<file path="src/rtl/icache_axi_rd_bridge_if.sv">
// Signal bundle between the icache refill port, the read bridge and the AXI AR/R channels.
interface icache_axi_rd_bridge_if;
  logic         rd_req;
  logic         rd_type;
  logic [31:0]  rd_addr;
  logic         rd_rdy;
  logic         ret_valid;
  logic [255:0] ret_data;

  logic [3:0]   arid;
  logic [31:0]  araddr;
  logic [7:0]   arlen;
  logic [2:0]   arsize;
  logic [1:0]   arburst;
  logic [1:0]   arlock;
  logic [3:0]   arcache;
  logic [2:0]   arprot;
  logic         arvalid;
  logic         arready;
  logic [3:0]   rid;
  logic [31:0]  rdata;
  logic [1:0]   rresp;
  logic         rlast;
  logic         rvalid;
  logic         rready;

  modport master (
    input  rd_req, rd_type, rd_addr, arready, rid, rdata, rresp, rlast, rvalid,
    output rd_rdy, ret_valid, ret_data,
           arid, araddr, arlen, arsize, arburst, arlock, arcache, arprot, arvalid, rready
  );

  modport slave (
    output rd_req, rd_type, rd_addr, arready, rid, rdata, rresp, rlast, rvalid,
    input  rd_rdy, ret_valid, ret_data,
           arid, araddr, arlen, arsize, arburst, arlock, arcache, arprot, arvalid, rready
  );
endinterface

</file>
<file path="src/rtl/icache_axi_rd_bridge.sv">
// Read-only AXI master serving icache refills: one 8-beat line or one uncached word at a time,
// returned as a single-cycle ret_valid pulse with the assembled 256-bit buffer.
module icache_axi_rd_bridge #(
  parameter logic [3:0] AXI_ID = 4'd0
) (
  input logic                    clk,
  input logic                    resetn,
  icache_axi_rd_bridge_if.master bus
);

  typedef enum logic [3:0] {
    IDLE = 4'b0001,
    AR   = 4'b0010,
    R    = 4'b0100,
    RET  = 4'b1000
  } state_t;

  state_t       state, state_nx;
  logic         type_q;
  logic [31:0]  addr_q;
  logic [2:0]   cnt_q;
  logic [255:0] line_q;
  logic         accept;
  logic         beat;

  assign accept = (state == IDLE) && bus.rd_req;
  assign beat   = (state == R) && bus.rvalid;

  always_ff @(posedge clk) begin
    if (!resetn) state <= IDLE;
    else         state <= state_nx;
  end

  always_comb begin
    state_nx = state;
    case (state)
      IDLE:    if (bus.rd_req)              state_nx = AR;
      AR:      if (bus.arready)             state_nx = R;
      R:       if (bus.rvalid && bus.rlast) state_nx = RET;
      RET:                                  state_nx = IDLE;
      default:                              state_nx = IDLE;
    endcase
  end

  always_comb begin
    bus.rd_rdy    = (state == IDLE);
    bus.arvalid   = (state == AR);
    bus.rready    = (state == R);
    bus.ret_valid = (state == RET);
  end

  // Line requests are forced onto a 32-byte boundary so the INCR burst covers exactly one line.
  always_ff @(posedge clk) begin
    if (!resetn) begin
      type_q <= 1'b0;
      addr_q <= '0;
      cnt_q  <= '0;
      line_q <= '0;
    end else if (accept) begin
      type_q <= bus.rd_type;
      addr_q <= bus.rd_type ? {bus.rd_addr[31:5], 5'b0} : bus.rd_addr;
      cnt_q  <= '0;
      line_q <= '0;
    end else if (beat) begin
      line_q[{cnt_q, 5'b0} +: 32] <= bus.rdata;
      cnt_q                       <= cnt_q + 3'd1;
    end
  end

  assign bus.arid     = AXI_ID;
  assign bus.araddr   = addr_q;
  assign bus.arlen    = type_q ? 8'd7 : 8'd0;
  assign bus.arsize   = 3'b010;
  assign bus.arburst  = 2'b01;
  assign bus.arlock   = '0;
  assign bus.arcache  = '0;
  assign bus.arprot   = '0;
  assign bus.ret_data = line_q;

  logic unused_ok;
  assign unused_ok = &{1'b0, bus.rid, bus.rresp};

endmodule

</file>
<file path="src/flat_wrapper.sv">
// flat-port wrapper written by rule: the top's interface ports become plain ports
module icache_axi_rd_bridge_flat 
#(
  parameter logic [3:0] AXI_ID = 4'd0
)
  (clk, resetn, bus_rd_req, bus_rd_type, bus_rd_addr, bus_arready, bus_rid, bus_rdata, bus_rresp, bus_rlast, bus_rvalid, bus_rd_rdy, bus_ret_valid, bus_ret_data, bus_arid, bus_araddr, bus_arlen, bus_arsize, bus_arburst, bus_arlock, bus_arcache, bus_arprot, bus_arvalid, bus_rready);
  icache_axi_rd_bridge_if bus_i ();
  input logic clk;
  input logic resetn;
  input wire logic [$bits(bus_i.rd_req)-1:0] bus_rd_req;
  input wire logic [$bits(bus_i.rd_type)-1:0] bus_rd_type;
  input wire logic [$bits(bus_i.rd_addr)-1:0] bus_rd_addr;
  input wire logic [$bits(bus_i.arready)-1:0] bus_arready;
  input wire logic [$bits(bus_i.rid)-1:0] bus_rid;
  input wire logic [$bits(bus_i.rdata)-1:0] bus_rdata;
  input wire logic [$bits(bus_i.rresp)-1:0] bus_rresp;
  input wire logic [$bits(bus_i.rlast)-1:0] bus_rlast;
  input wire logic [$bits(bus_i.rvalid)-1:0] bus_rvalid;
  output wire logic [$bits(bus_i.rd_rdy)-1:0] bus_rd_rdy;
  output wire logic [$bits(bus_i.ret_valid)-1:0] bus_ret_valid;
  output wire logic [$bits(bus_i.ret_data)-1:0] bus_ret_data;
  output wire logic [$bits(bus_i.arid)-1:0] bus_arid;
  output wire logic [$bits(bus_i.araddr)-1:0] bus_araddr;
  output wire logic [$bits(bus_i.arlen)-1:0] bus_arlen;
  output wire logic [$bits(bus_i.arsize)-1:0] bus_arsize;
  output wire logic [$bits(bus_i.arburst)-1:0] bus_arburst;
  output wire logic [$bits(bus_i.arlock)-1:0] bus_arlock;
  output wire logic [$bits(bus_i.arcache)-1:0] bus_arcache;
  output wire logic [$bits(bus_i.arprot)-1:0] bus_arprot;
  output wire logic [$bits(bus_i.arvalid)-1:0] bus_arvalid;
  output wire logic [$bits(bus_i.rready)-1:0] bus_rready;
  assign bus_i.rd_req = bus_rd_req;
  assign bus_i.rd_type = bus_rd_type;
  assign bus_i.rd_addr = bus_rd_addr;
  assign bus_i.arready = bus_arready;
  assign bus_i.rid = bus_rid;
  assign bus_i.rdata = bus_rdata;
  assign bus_i.rresp = bus_rresp;
  assign bus_i.rlast = bus_rlast;
  assign bus_i.rvalid = bus_rvalid;
  assign bus_rd_rdy = bus_i.rd_rdy;
  assign bus_ret_valid = bus_i.ret_valid;
  assign bus_ret_data = bus_i.ret_data;
  assign bus_arid = bus_i.arid;
  assign bus_araddr = bus_i.araddr;
  assign bus_arlen = bus_i.arlen;
  assign bus_arsize = bus_i.arsize;
  assign bus_arburst = bus_i.arburst;
  assign bus_arlock = bus_i.arlock;
  assign bus_arcache = bus_i.arcache;
  assign bus_arprot = bus_i.arprot;
  assign bus_arvalid = bus_i.arvalid;
  assign bus_rready = bus_i.rready;
  icache_axi_rd_bridge #(.AXI_ID(AXI_ID)) u_core (.clk(clk), .resetn(resetn), .bus(bus_i));
endmodule
</file>
<file path="config.mk">
export PLATFORM = sky130hd
export DESIGN_NAME = icache_axi_rd_bridge_flat
export DESIGN_NICKNAME = d
export VERILOG_FILES = /design/src/rtl/icache_axi_rd_bridge_if.sv /design/src/rtl/icache_axi_rd_bridge.sv /design/src/flat_wrapper.sv
export SDC_FILE = /design/constraint.sdc
export NUM_CORES = 1
export LEC_CHECK = 0
export ABC_AREA = 1
export BUFFER_PORTS_ARGS = -buffer_cell sky130_fd_sc_hd__buf_2
export CAP_MARGIN = 20
export CORE_MARGIN = 3
export CORE_UTILIZATION = 51
export CTS_BUF_LIST = sky130_fd_sc_hd__clkbuf_16
export DETAILED_ROUTE_END_ITERATION = 8
export MAX_ROUTING_LAYER = met4
export PLACE_DENSITY_LB_ADDON = 0.12
export SLEW_MARGIN = 30
export SYNTH_ARGS = -nofsm -noshare
export SYNTH_HDL_FRONTEND = slang
export SYNTH_SLANG_ARGS = --single-unit
</file>
<file path="constraint.sdc">
create_clock -name clk -period 3.4 [get_ports clk]
set_input_delay 0.17 -clock clk [delete_from_list [all_inputs] [get_ports clk]]
set_output_delay 0.17 -clock clk [all_outputs]
set_load 0.005 [all_outputs]
</file>
==> results of run 1 <==
-- cells in the final DEF, fill, tap and decap left out, types with 14 or more instances in the layout --
| master | count |
|---|---|
| a21oi_1 | 78 |
| buf_2 | 365 |
| buf_4 | 23 |
| clkbuf_16 | 31 |
| conb_1 | 23 |
| dfxtp_1 | 295 |
| dlygate4sd3_1 | 51 |
| inv_1 | 137 |
| nand2_1 | 353 |
| nand3_1 | 168 |
| nand4_1 | 41 |
| nor2_1 | 479 |
| nor3_1 | 28 |
| o21ai_0 | 58 |
| o21ai_1 | 14 |
-- metrics by stage --
stage,hold slack [ns],instances
finish,0.02055,2518
floorplan,0.3013,1860
global route,0.02315,2518
global placement,0.3851,2414
detailed placement,0.3915,2414
CTS,0.004873,2518
-- worst reg2reg max path: cells and delay by family (launching register included) --
family,cells,cell delay (ns)
AND/OR/NAND/NOR,4,0.99
buffers and inverters,3,0.72
flip-flops,1,0.37
adder cells (fa/ha/maj),2,0.79
-- cell usage after synthesis (2+ instances only) --
cell type and n:
clkbuf_1 54, nor2_2 6, nand2_1 353, dfxtp_1 296, nor3_1 28, conb_1 2
ha_1 4, nand3_1 168, nor2_4 2, nor2_1 482, o21ai_1 14, inv_1 134
buf_4 37, nand4_1 41, a21oi_1 78, clkinv_1 2, buf_1 8, nand3_2 2
buf_2 56, inv_2 7, o21ai_0 58
-- state kept, by name, indices dropped and copies added (netlist names) --
register             cells
u_core.bus.ret_data    256
u_core.bus.araddr       32
u_core.cnt_q             3
u_core.type_q            1
u_core.state             4
-- cells by family (layout without fill, tap and decap cells) --
kind of cell,after synthesis,count (layout)
compound gates,151,151
fa+ha+maj,4,4
buf+inv,299,638
flops,296,296
other cells,2,23
simple gates,1087,1087
-- cell type report --
class                           instances  area (um^2)  share of cell area, %
Sequential cell                       296         5927                  37.46
Multi-Input combinational cell       1265         5430                  34.32
Timing Repair Buffer                  441         2550                  16.12
Clock buffer                           31        775.7                  4.903
Inverter                              144        553.0                  3.495
Tap cell                              319        399.1                  2.523
Clock inverter                         22        186.4                  1.178
-- worst max path at each step --
stage / from / endpoint / slack (ns) / cells past startpoint
global route: u_core.cnt_q[1] / u_core.bus.ret_data[107] / 0.21 / 9
CTS: u_core.cnt_q[1] / u_core.bus.ret_data[100] / 0.47 / 9
global placement: u_core.cnt_q[1] / u_core.bus.ret_data[110] / 0.54 / 9
floorplan: u_core.cnt_q[0] / u_core.bus.ret_data[163] / 0.84 / 14
detailed placement: u_core.cnt_q[1] / u_core.bus.ret_data[117] / 0.50 / 9
finish: u_core.cnt_q[1] / u_core.bus.ret_data[100] / 0.47 / 9
-- per-layer routing --
metal | routed length, um | vias up | track usage (%)
li1 | - | 6368 | -
met1 | 17880 | 5913 | 42.49
met2 | 19320 | 667 | 49.15
met3 | 4380 | 138 | 6.442
met4 | 2439 | 0 | 14.96
met5 | 0 | - | -
-- power breakdown --
part / switching [mW] / internal, mW
logic: 0.483 / 0.227
registers: 0.0313 / 3.52
clock network: 1.41 / 1.87
total: 1.92 / 5.62
==> impl_metrics.py, run 1 <==
metrics = {
    "global_routing": {
        "grt_start_max_net_pins": 116,
        "grt.overflow.total": 0,
        "groute.usage.overall_pct": 32.62,
        "grt_first_pass_wirelength_um": 66210,
        "antenna_found_initial": 0,
        "grt_pass1_vias": 11810,
    },
    "sta": {
        "finalSetupViolations": 0,
        "finalWorstSetupSlack_ns": 0.4738,
        "clock_skew_ns": 0.01059,
        "slew_headroom_pct": 36.96,
        "finalSetupTns_ns": 0,
        "fin_crit_sh_pct": 86.07,
        "hold_viol": 0,
        "timing.final.max_slew_violations": 0,
        "worst_pin_slew_ns": 0.9446,
        "period_needed_ns": 2.926,
        "fmax_ghz": 0.3417,
        "rsz0062_at_grt": "no",
    },
    "clocking": {
        "cts_tree": "built",
        "worst_skew_pair.late_latency_ns": 0.56,
        "numCtsBuffers": 31,
        "cts_max_path_buffers": 3,
        "ctsHtreeMaxLevel": 1,
        "cts_sinks": 296,
        "cts-resized-gates": 0,
        "post_cts.repair.setup_buffers": 0,
        "clockRootBuffer": "clkbuf_16",
        "clk_pin_slew_ns": 0.06,
        "postCtsHoldBufs": 51,
    },
    "floorplanning": {
        "start_util_pct": 52.70,
        "dieArea_mm2": 0.02661,
        "die_h_um": 163.1,
        "num_rows": 56,
        "die_w_um": 163.1,
        "ioPinCount": 395,
        "coreArea_mm2": 0.02389,
    },
    "hold_path": {
        "worstHoldEndpoint": "u_core.bus.ret_data[135]",
        "hold_path_startpoint": "bus_rdata[7]",
        "min_path_type": "in -> reg",
        "whs_path_depth": 3,
    },
    "worst_setup_path": {
        "slowest_stage": "ha_1",
        "cp-start-kind": "register",
        "r2r-start": "u_core.cnt_q[1]",
        "slowest_delay_ns": 0.61,
        "required_ns": 3.88,
        "arrival_ns": 3.41,
        "worst-path-max-fanout": 28,
        "crit_top_cell": "nor2_1",
        "path_delay_family": "simple AND/OR/NAND/NOR gates",
        "cp_num_buf_inv": 3,
        "r2r_cells": 9,
        "r2r-end": "u_core.bus.ret_data[100]",
        "rrSetupSlack_ns": 0.47,
        "endpoint_kind": "register",
        "critPathKind": "reg -> reg",
        "crit_path_cell_trace": "inv_1, ha_2, ha_1, inv_4, nor2_4, nand2_2, inv_2, nor2_1, nor2_1",
    },
    "synthesis": {
        "async_flop_share_pct": 0,
        "synthesis.area_mm2": 0.01259,
        "synthTopCellsByArea": "dfxtp_1 47%, nor2_1 14%, nand2_1 11%, nand3_1 6.7%, inv_1 4.0%",
        "syn_inst": 1839,
        "yosys_warnings": 0,
        "synth_edf_count": 0,
        "ys.flop_type": "dfxtp_1",
        "synth_simple_gate_area_share_pct": 35.86,
        "netlist.area_leader.share_pct": 47.06,
        "ys_types": 28,
        "synth_top_cell_by_area": "dfxtp_1",
        "synth-compound-area-share_pct": 6.022,
        "ys_seq_area_share_pct": 47.06,
        "synth_top_family_by_area": "simple AND/OR/NAND/NOR gates",
        "ys_ff_latch": 296,
        "synth_xor_area_share_pct": 0,
        "yosys.area_share.adder_pct": 0.3975,
        "synth.avg_cell_area_um2": 6.847,
        "synth_mux_area_share_pct": 0,
    },
    "drt": {
        "wire_per_inst_um": 17.48,
        "first_pass_iters": 6,
        "drt_iter0_drc": 1306,
        "viasPerCell": 5.197,
        "postRouteAntennaNets": 0,
        "route.detailed.drc": 0,
        "vias": 13090,
        "wirelength_um": 44030,
    },
    "cells_and_area": {
        "final_core_util_pct": 66.22,
        "fin_area_mm2": 0.01582,
        "area_delta_synth_final_pct": 25.66,
        "antenna_cells": 0,
        "drive_above_1_share_pct": 20.96,
        "num-fill-cells": 2129,
        "nets": 2260,
    },
    "run_status": {
        "status": "completed",
    },
    "pwr": {
        "powerDensity_mw_per_mm2": 476.4,
        "peakVddDrop_v": 0.0004624,
        "p_total_mw": 7.537,
        "p_leak_nw": 8.141,
    },
    "run": {
        "drv_cap": 0,
    },
    "place": {
        "gp_congestion": 0.8668,
        "io_buffers": 365,
        "place_ws_ns": 0.4960,
        "dp_hpwl_um": 28740,
        "placed_area_mm2": 0.01435,
    },
}
(Power assumes the default switching activity.)
==> run 2, diff against run 1 <==
- CORE_UTILIZATION: 51 -> 45
==> impl_metrics.py, run 2 (synthesized netlist as in run 1, its figures left out) <==
metrics = {
    "run_status": {
        "status": "completed",
    },
    "drt": {
        "wire_per_inst_um": 17.60,
        "viasPerCell": 4.994,
        "drt_iter0_drc": 1203,
        "first_pass_iters": 6,
        "wirelength_um": 45050,
        "postRouteAntennaNets": 0,
        "route.detailed.drc": 0,
        "vias": 12790,
    },
    "cells_and_area": {
        "register_area_mm2": 0.005927,
        "antenna_cells": 0,
        "multi_input_area_mm2": 0.005430,
        "largest_reg_flops": 256,
        "area_delta_synth_final_pct": 25.70,
        "drive_above_1_share_pct": 20.98,
        "nets": 2248,
        "num-fill-cells": 2659,
        "mostFrequentLayoutCells": "479 x nor2_1, 365 x buf_2, 353 x nand2_1",
        "mostFrequentLayoutCell": "nor2_1",
    },
    "place": {
        "dp_hpwl_um": 29290,
        "io_buffers": 365,
        "gp_congestion": 0.8598,
    },
    "sta": {
        "timing.final.max_slew_violations": 0,
        "worst_pin_slew_ns": 0.9336,
        "hold_viol": 0,
        "finalSetupTns_ns": 0,
        "finalSetupViolations": 0,
        "fin_crit_sh_pct": 87.69,
        "rsz0062_at_grt": "no",
        "clock_skew_ns": 0.01555,
        "period_needed_ns": 2.982,
        "whs_ns": 0.01890,
        "fmax_ghz": 0.3354,
        "slew_headroom_pct": 37.69,
    },
    "global_routing": {
        "grt.overflow.total": 0,
        "grt_start_max_net_pins": 99,
        "groute.usage.overall_pct": 29.59,
        "grt_first_pass_wirelength_um": 68760,
        "antenna_found_initial": 0,
        "grt_pass1_vias": 11760,
    },
    "worst_setup_path": {
        "r2r-start": "u_core.cnt_q[1]",
        "critPathKind": "reg -> reg",
        "crit_path_cell_trace": "inv_1, ha_2, ha_1, inv_4, nor2_4, nand2_2, inv_2, nor2_1, nor2_1",
        "rrSetupSlack_ns": 0.42,
        "slowest_delay_ns": 0.59,
        "r2r-end": "u_core.bus.ret_data[100]",
        "arrival_ns": 3.42,
        "crit_top_cell": "nor2_1",
        "path_delay_family": "simple AND/OR/NAND/NOR gates",
        "slowest_stage": "ha_1",
        "cp_num_buf_inv": 3,
        "cp-start-kind": "register",
        "r2r_cells": 9,
        "worst-path-max-fanout": 28,
        "required_ns": 3.83,
        "endpoint_kind": "register",
    },
    "clocking": {
        "ctsHtreeMaxLevel": 2,
        "clockRootBuffer": "clkbuf_16",
        "worst_skew_pair.late_latency_ns": 0.51,
        "clk_pin_slew_ns": 0.06,
        "cts_tree": "built",
        "numCtsBuffers": 34,
        "cts_max_path_buffers": 3,
        "cts_sinks": 296,
        "cts-resized-gates": 0,
    },
    "pwr": {
        "peakVddDrop_v": 0.0003537,
        "p_leak_nw": 8.149,
        "powerDensity_mw_per_mm2": 479.8,
    },
    "hold_path": {
        "worstHoldEndpoint": "u_core.state[3]",
        "min_path_type": "in -> reg",
        "whs_path_depth": 5,
        "hold_path_startpoint": "bus_rlast",
    },
    "floorplanning": {
        "die_h_um": 173.3,
        "coreArea_mm2": 0.02725,
        "ioPinCount": 395,
        "dieArea_mm2": 0.03002,
        "die_w_um": 173.3,
        "num_rows": 60,
        "start_util_pct": 46.20,
    },
    "run": {
        "drv_cap": 0,
    },
}
-- run 2: cell count changes in the layout (fill, tap and decap cells not counted) --
cell,before,now
dlygate4sd3_1,51,38
clkbuf_16,31,37
buf_4,23,18
inv_1,137,142
clkinvlp_4,4,0
buf_12,2,5
bufinv_16,3,0
clkinv_2,4,6
clkinv_1,8,7
inv_6,1,0
-- run 2: area by class of cell --
cell class	count	share of cell area, %
clock buffers	37	5.850
clock inverters	20	0.5218
inverters	144	3.494
multi-input cells	1265	34.31
flip-flops and latches	296	37.45
well taps	372	2.941
repair buffers	426	15.43
-- run 2: where the power goes --
part | internal, mW | total (mW) | switching (mW)
Sequential | 3.52 | 3.55 | 0.0292
Clock | 1.94 | 3.34 | 1.40
Combinational | 0.216 | 0.700 | 0.484
Total | 5.68 | 7.59 | 1.92
-- run 2: through the flow --
step	instances	setup WS (ns)	utilization, %	total power, mW	area (um^2)
CTS	2560	0.4542	58.08	7.635	15830
detailed placement	2465	0.5077	52.98	4.280	14440
floorplan	1860	0.8375	-	4.036	12670
finish	2560	0.4185	58.08	7.593	15830
global placement	2465	0.5532	52.98	4.275	14440
global route	2560	0.1513	58.08	7.855	15830
-- run 2: repair_timing --
action,CTS,global route
hold endpoints to repair,35,0
hold buffers,38,0
buffers inserted,0,0
-- run 2: worst max path at each step --
| stage | startpoint | to | slack [ns] | depth (start not counted) |
|---|---|---|---|---|
| after floorplan | u_core.cnt_q[0] | u_core.bus.ret_data[163] | 0.84 | 14 |
| after global placement | u_core.cnt_q[1] | u_core.bus.ret_data[97] | 0.55 | 9 |
| after detailed placement | u_core.cnt_q[1] | u_core.bus.ret_data[103] | 0.51 | 9 |
| after CTS | u_core.cnt_q[1] | u_core.bus.ret_data[100] | 0.45 | 9 |
| after global routing | u_core.cnt_q[1] | u_core.bus.ret_data[100] | 0.15 | 9 |
| final | u_core.cnt_q[1] | u_core.bus.ret_data[100] | 0.42 | 9 |
-- run 2: worst min-delay path: stages --
cell	delay (ns)
buf_2	0.10
nand2_1	0.05
inv_1	0.05
nand3_1	0.08
nor2_1	0.04
-- run 2: metal layers --
layer  vias to the layer above  global-route usage (%)  wire [um]
met5                         -                       -          0
met4                         0                   9.527       1470
met3                        88                   6.614       3817
met2                       526                   45.05      20320
met1                      5824                   39.22      19440
li1                       6347                       -          -
==> run 3, diff against run 2 <==
- CELL_PAD_IN_SITES_DETAIL_PLACEMENT: default -> 0
- CELL_PAD_IN_SITES_GLOBAL_PLACEMENT: default -> 2
- CORE_UTILIZATION: 45 -> 27
==> impl_metrics.py, run 3 (synthesized netlist as in run 1, its figures left out) <==
metrics = {
    "run_status": {
        "status": "completed",
    },
    "worst_setup_path": {
        "worst-path-max-fanout": 71,
        "rrSetupSlack_ns": 0.65,
        "slowest_delay_ns": 0.66,
        "crit_top_cell": "nor2_1",
        "cp-start-kind": "register",
        "crit_path_cell_trace": "buf_4, nand3_2, nor2_4, nand2_2, inv_2, nor2_1, nor2_1",
        "slowest_stage": "buf_4",
        "arrival_ns": 3.23,
        "endpoint_kind": "register",
        "critPathKind": "reg -> reg",
        "required_ns": 3.88,
    },
    "floorplanning": {
        "die_w_um": 221.9,
        "start_util_pct": 27.57,
        "ioPinCount": 395,
        "die_h_um": 221.9,
        "dieArea_mm2": 0.04926,
        "coreArea_mm2": 0.04567,
        "num_rows": 78,
    },
    "clocking": {
        "cts_max_path_buffers": 3,
        "clk_pin_slew_ns": 0.06,
        "postCtsHoldBufs": 47,
        "clockRootBuffer": "clkbuf_16",
        "cts_sinks": 296,
        "cts-resized-gates": 0,
        "post_cts.repair.setup_buffers": 0,
        "worst_skew_pair.late_latency_ns": 0.55,
        "ctsHtreeMaxLevel": 2,
        "numCtsBuffers": 38,
        "cts_tree": "built",
    },
    "drt": {
        "wirelength_um": 54200,
        "wire_per_inst_um": 19.33,
        "drt_iter0_drc": 840,
        "route.detailed.drc": 0,
        "viasPerCell": 4.514,
        "first_pass_iters": 5,
        "vias": 12660,
        "postRouteAntennaNets": 0,
    },
    "global_routing": {
        "grt_first_pass_wirelength_um": 79460,
        "grt.overflow.total": 0,
        "antenna_found_initial": 0,
        "groute.usage.overall_pct": 21.82,
        "grt_start_max_net_pins": 123,
        "grt_pass1_vias": 12230,
    },
    "place": {
        "dpl.cell_count": 2697,
        "gp_congestion": 0.7517,
        "dp_hpwl_um": 35770,
        "place_ws_ns": 0.6215,
        "io_buffers": 365,
        "placed_area_mm2": 0.01473,
    },
    "cells_and_area": {
        "final_core_util_pct": 35.67,
        "final_cells": 2804,
        "nets": 2265,
        "mostFrequentLayoutCell": "nor2_1",
        "fin_area_mm2": 0.01629,
        "largest_reg_flops": 256,
        "drive_above_1_share_pct": 21.01,
        "mostFrequentLayoutCells": "479 x nor2_1, 365 x buf_2, 353 x nand2_1",
        "area_delta_synth_final_pct": 29.40,
        "antenna_cells": 0,
    },
    "sta": {
        "whs_ns": 0.04311,
        "finalSetupTns_ns": 0,
        "fin_crit_sh_pct": 80.86,
        "rsz0062_at_grt": "no",
        "period_needed_ns": 2.749,
        "worst_pin_slew_ns": 0.9105,
        "clock_skew_ns": 0.01853,
        "finalWorstSetupSlack_ns": 0.6506,
        "timing.final.max_slew_violations": 0,
        "fmax_ghz": 0.3637,
        "hold_viol": 0,
        "finalSetupViolations": 0,
        "slew_headroom_pct": 39.30,
    },
    "pwr": {
        "powerDensity_mw_per_mm2": 488.2,
        "p_total_mw": 7.954,
        "p_leak_nw": 8.228,
        "peakVddDrop_v": 0.0003790,
    },
    "run": {
        "drv_cap": 0,
    },
    "hold_path": {
        "min_path_type": "in -> reg",
    },
}
[run 3: changes by cell type in the layout (fill, tap and decap cells not counted), moves of 2 or more]
cell	delta
dlygate4sd3_1	+9
buf_4	+7
clkinv_2	-4
buf_12	-3
clkbuf_16	+2
clkinv_1	+2
[run 3: critical path, delay by kind of cell, from the launching register on]
kind	cells	cell delay [ns]
buffers and inverters	2	1.07
AND/OR/NAND/NOR	5	1.22
flip-flops	1	0.34
[run 3: layout make-up]
type,instances,area [um^2]
Tap cell,600,750.7
Clock inverter,21,112.6
Sequential cell,296,5929
Multi-Input combinational cell,1265,5445
Inverter,144,553.0
Fill cell,5075,29380
Timing Repair Buffer,439,2525
Clock buffer,39,975.9
[run 3: worst paths after layout]
| check | from | to | cells after the start |
|---|---|---|---|
| max | u_core.cnt_q[0] | u_core.bus.ret_data[103] | 7 |
| min reg2reg | u_core.bus.araddr[3] | u_core.bus.araddr[3] | 2 |
| max reg2reg | u_core.cnt_q[0] | u_core.bus.ret_data[103] | 7 |
| min | bus_rdata[11] | u_core.bus.ret_data[139] | 3 |
[run 3: power by group]
group	total [mW]	internal, mW	switching, mW
Combinational	0.739	0.227	0.512
Clock	3.67	2.12	1.54
Sequential	3.55	3.52	0.0277
Total	7.95	5.87	2.08
[run 3: metal layers]
metal / up-vias / global-route usage (%) / part of all wire (%)
met5: - / - / 0
met4: 0 / 5.965 / 2.3
met3: 68 / 5.547 / 6.4
met2: 311 / 33.72 / 45
met1: 5879 / 28.42 / 46
li1: 6399 / - / -
